## config.mk

```make
export PLATFORM = sky130hd
export DESIGN_NAME = updown_count_ctrl
export DESIGN_NICKNAME = d
export VERILOG_FILES = /design/src/rtl/updown_ctrl_pkg.sv /design/src/rtl/rr_arbiter2.sv /design/src/rtl/updown_count_ctrl.sv
export SDC_FILE = /design/constraint.sdc
export NUM_CORES = 1
export LEC_CHECK = 0
export CAP_MARGIN = 20
export CORE_MARGIN = 2
export CORE_UTILIZATION = 48
export CTS_CLUSTER_SIZE = 20
export DETAILED_ROUTE_END_ITERATION = 8
export HOLD_SLACK_MARGIN = 0.15
export PLACE_DENSITY_LB_ADDON = 0.12
export SKIP_CTS_REPAIR_TIMING = 1
export SYNTH_ARGS = -nofsm -noshare
export SYNTH_HDL_FRONTEND = slang
export SYNTH_HIERARCHICAL = 1
export SYNTH_SLANG_ARGS = --single-unit
```

## constraint.sdc

```tcl
create_clock -name clk -period 2.8 [get_ports clk]
set_input_delay 0.7 -clock clk [delete_from_list [all_inputs] [get_ports clk]]
set_output_delay 0.7 -clock clk [all_outputs]
set_load 0.01 [all_outputs]
```

## src/rtl/updown_ctrl_pkg.sv

```systemverilog
// updown_ctrl_pkg: shared state encoding, direction codes and default widths for the counter controller
package updown_ctrl_pkg;
    typedef enum logic [1:0] {IDLE, CLEAR, RUN, DONE} state_e;
    localparam logic DIR_UP = 1'b0;
    localparam logic DIR_DOWN = 1'b1;
    localparam int WIDTH_DEF = 4;
    localparam int STEP_W_DEF = 4;
endpackage

```

## src/rtl/rr_arbiter2.sv

```systemverilog
// rr_arbiter2: two-way round-robin grant; a contest goes to the requester not granted last
module rr_arbiter2 (
    input  logic       clk,
    input  logic       reset,
    input  logic [1:0] req,
    input  logic       advance,
    output logic [1:0] gnt
);
    logic last_q;
    assign gnt = (req == 2'b11) ? (last_q ? 2'b01 : 2'b10) : req;
    always_ff @(posedge clk or negedge reset) begin
        if (!reset) last_q <= 1'b1;
        else if (advance) last_q <= gnt[1];
    end
endmodule

```

## src/rtl/updown_count_ctrl.sv

```systemverilog
// updown_count_ctrl: arbitrates two step requests and drives an external up/down counter's controls
module updown_count_ctrl
    import updown_ctrl_pkg::*;
#(
    parameter int WIDTH = WIDTH_DEF,
    parameter int STEP_W = STEP_W_DEF
) (
    input  logic              clk,
    input  logic              reset,
    input  logic [1:0]        req_valid,
    input  logic [1:0]        req_clear,
    input  logic [1:0]        req_dir,
    input  logic [STEP_W-1:0] req_steps0,
    input  logic [STEP_W-1:0] req_steps1,
    output logic [1:0]        req_ready,
    output logic [1:0]        done,
    output logic [WIDTH-1:0]  result,
    output logic              busy,
    output logic              cnt_en,
    output logic              cnt_select,
    output logic              cnt_clear,
    input  logic [WIDTH-1:0]  cnt_q
);
    state_e state_q;
    logic id_q, dir_q, accept, gid;
    logic [STEP_W-1:0] steps_q, sel_steps;
    logic [WIDTH-1:0] result_q;
    logic [1:0] gnt;
    rr_arbiter2 u_arb (
        .clk(clk),
        .reset(reset),
        .req(req_valid),
        .advance(accept),
        .gnt(gnt)
    );
    // ready is gated by reset so no grant is visible while the block is held in reset
    assign req_ready = (state_q == IDLE && reset) ? gnt : 2'b00;
    assign accept = |(req_valid & req_ready);
    assign gid = gnt[1];
    assign sel_steps = gid ? req_steps1 : req_steps0;
    assign busy = state_q != IDLE;
    assign cnt_en = state_q == RUN;
    assign cnt_select = cnt_en && dir_q == DIR_DOWN;
    assign cnt_clear = state_q == CLEAR;
    assign done = (state_q == DONE) ? (id_q ? 2'b10 : 2'b01) : 2'b00;
    assign result = result_q;
    always_ff @(posedge clk or negedge reset) begin
        if (!reset) begin
            state_q <= IDLE;
            id_q <= 1'b0;
            dir_q <= DIR_UP;
            steps_q <= '0;
            result_q <= '0;
        end else begin
            case (state_q)
                IDLE: if (accept) begin
                    id_q <= gid;
                    dir_q <= req_dir[gid];
                    steps_q <= sel_steps;
                    state_q <= req_clear[gid] ? CLEAR : (sel_steps != '0) ? RUN : DONE;
                end
                CLEAR: state_q <= (steps_q != '0) ? RUN : DONE;
                RUN: begin
                    steps_q <= steps_q - 1'b1;
                    if (steps_q == STEP_W'(1)) state_q <= DONE;
                end
                DONE: begin
                    result_q <= cnt_q;
                    state_q <= IDLE;
                end
                default: state_q <= IDLE;
            endcase
        end
    end
endmodule
```

==> out/results.ini <==
[final_layout]
insertedDiodeCount = 0
post-route-util_pct = 70.8
final_cell_area_um2 = 1360
fin_nets = 165
drive_above_1_share_pct = 17.6
syn2layout_area_growth_pct = 42.6

[run]
drv_cap = 0

[clock_network]
htreeDepth = 1
cts_tree = built
insertion_delay_ns = 0.29
path_clk_slew_ns = 0.08
cts_buffer_depth = 2
cts_sinks = 13
clockRootBuffer = clkbuf_4
cts_buffers = 3

[power]
p_int_mw = 0.761
peakVddDrop_v = 0.000673
comb_power_share_pct = 61.7
netSwitchingFraction_pct = 40.5
p_clk_share_pct = 9.9
cellPowerDensity_nw_per_um2 = 940
p_leak_nw = 0.637
fin_total_pwr_mw = 1.28
power_frac_seq_pct = 28.4
switchingPower_mw = 0.519

[timing]
rsz0062_at_grt = false
drv_slew = 0
finalSetupTns_ns = 0
report.final.hold_viol_count = 0
setup_violations = 0
fmax_ghz = 0.369
clock_skew_ns = 0.00796
min_period_over_period_pct = 96.9
fin_hold_ws_ns = 0.485
tightest_slew_ns = 0.287
slew_headroom_pct = 80.3
min_period_ns = 2.71

[floorplanning]
dieWidth_um = 48.6
start_util_pct = 49.7
die_y_um = 48.6
coreArea_um2 = 1920
num_rows = 16
io_pins = 32
dieArea_um2 = 2360

[yosys]
yosys_warnings = 6
syn_inst = 98
ys_types = 37
syn-cell-area_um2 = 955
avgSynthCellArea_um2 = 9.74
synth_seq_cells = 13
synth.net_count = 126
ys_seq_area_share_pct = 34.2

[grt]
use_met1_pct = 28.0
top_usage_layer = met2
met3_usage_pct = 4.63
grt_pass1_vias = 852
grt_pass1_wl_mm = 3.96
grt_usage_pct = 21.8
gr-total-overflow = 0
antenna_found_initial = 0
grt_max_degree = 15
use_met2_pct = 35.9

[routing]
final_antenna_net_count = 0
detail_route.drc_violations = 0
viasPerCell = 5.28
drtPass1Iterations = 4
drtIter0Drc = 19
vias = 861
wl_per_cell_um = 14.4
postRouteWirelength_mm = 2.35

[min_path]
hp-class = register to register

[critical_path]
critical_path_required_ns = 2.10
critPathMaxFanout = 3
end_kind = output pin
worst_ep_arrival_time_ns = 2.01
worstSetupPathType = input pin to output pin
critPathLaunchType = input pin

[outcome]
run_status = finished clean

[placement]
portBuffers = 31
routabilityCongestion = 0.868
place_area_um2 = 1330
place_hpwl_mm = 1.82

==> state kept, by name, summed over array words and instances, names as in the netlist <==
register,flops
dir_q,1
id_q,1
steps_q,4
u_arb/last_q,1
result,4
state_q,2
==> Yosys cell counts <==
cell | instances | area (µm²)
mux2_4 | 1 | 15.0
a211o_1 | 2 | 17.5
nor2b_1 | 2 | 12.5
o21ai_0 | 1 | 5.00
o22ai_1 | 2 | 12.5
a21oi_1 | 4 | 20.0
xor2_1 | 2 | 17.5
a22oi_2 | 1 | 12.5
a21boi_2 | 1 | 11.3
nor4_1 | 1 | 6.26
o21ai_1 | 2 | 10.0
inv_1 | 7 | 26.3
o32ai_1 | 1 | 8.76
a311oi_1 | 2 | 17.5
nand2b_1 | 4 | 25.0
inv_2 | 1 | 3.75
dfrtp_1 | 12 | 300
o22ai_2 | 1 | 12.5
nor2_1 | 1 | 3.75
a21boi_0 | 2 | 15.0
dfstp_2 | 1 | 26.3
buf_2 | 2 | 10.0
clkbuf_1 | 1 | 3.75
nor3_1 | 1 | 5.00
or2_4 | 1 | 8.76
nand2_1 | 12 | 45.0
a2111oi_2 | 1 | 15.0
and2_1 | 2 | 12.5
ha_1 | 8 | 100
mux2i_1 | 6 | 60.1
nand3b_1 | 1 | 7.51
and3_1 | 2 | 12.5
buf_6 | 1 | 11.3
o211ai_1 | 1 | 7.51
o31ai_1 | 1 | 7.51
mux2_2 | 5 | 56.3
a31oi_1 | 2 | 12.5
==> cell type report <==
type | instances | area (µm²)
Fill cell | 147 | 561
Sequential cell | 13 | 327
Clock buffer | 4 | 26.3
Inverter | 8 | 30.0
Timing Repair Buffer | 38 | 368
Tap cell | 27 | 33.8
Multi-Input combinational cell | 73 | 577
==> path summary, 6_finish.rpt <==
check                           slack (ns)         start           end  depth (start not counted)
worst min register to register        0.48         dir_q         dir_q                          2
min in group asynchronous             0.78         reset     result[3]                          2
worst max-delay path                  0.09  req_valid[0]  req_ready[1]                          4
max in group asynchronous             1.78         reset  u_arb/last_q                          2
worst min-delay path                  0.48         dir_q         dir_q                          2
worst max register to register        0.66    state_q[0]    state_q[1]                          7
==> worst max-delay path, cell delays in order <==
cell and delay, ns:
clkdlybuf4s50_1 0.46, a21boi_2 0.16, and3_1 0.16, clkdlybuf4s50_1 0.53
==> logic make-up (layout without fill, tap and decap cells) <==
logic type	Yosys count	count (layout)	share of synthesized area [%]
xor+xnor	2	2	1.84
simple gates	27	27	14.5
flops	13	13	34.2
compound gates	24	24	19.4
fa+ha+maj	8	8	10.5
mux	12	12	13.8
buf+inv	12	50	5.77
==> through the flow <==
step,setup WS (ns),instances
CTS,-0.0922,163
finish,0.0864,163
detailed placement,-0.0821,159
global route,0.0295,163
floorplan,0.715,98
global placement,-0.0411,159
==> placed cells by master (no fill, tap or decap), types with 3 or more instances in the layout <==
| cell type | instances |
|---|---|
| clkdlybuf4s50_1 | 29 |
| nand2_1 | 12 |
| dfrtp_1 | 12 |
| ha_1 | 8 |
| inv_1 | 7 |
| buf_4 | 7 |
| mux2i_1 | 6 |
| mux2_2 | 5 |
| a21oi_1 | 4 |
| nand2b_1 | 4 |
| clkbuf_4 | 3 |
==> power groups by stage <==
stage / sequential (mW) / clock (mW) / combinational, mW
after floorplan: 0.366 / 0 / 0.488
after global placement: 0.360 / 0 / 0.763
after detailed placement: 0.367 / 0 / 0.783
after CTS: 0.362 / 0.130 / 0.789
after global routing: 0.377 / 0.135 / 0.878
final: 0.364 / 0.126 / 0.790
==> layer usage <==
metal / wire, µm / up-vias
met5: 0 / -
met4: 41 / 0
li1: - / 426
met3: 144 / 5
met2: 1100 / 28
met1: 1070 / 402
No activity file was read; power rests on OpenSTA's default activity.
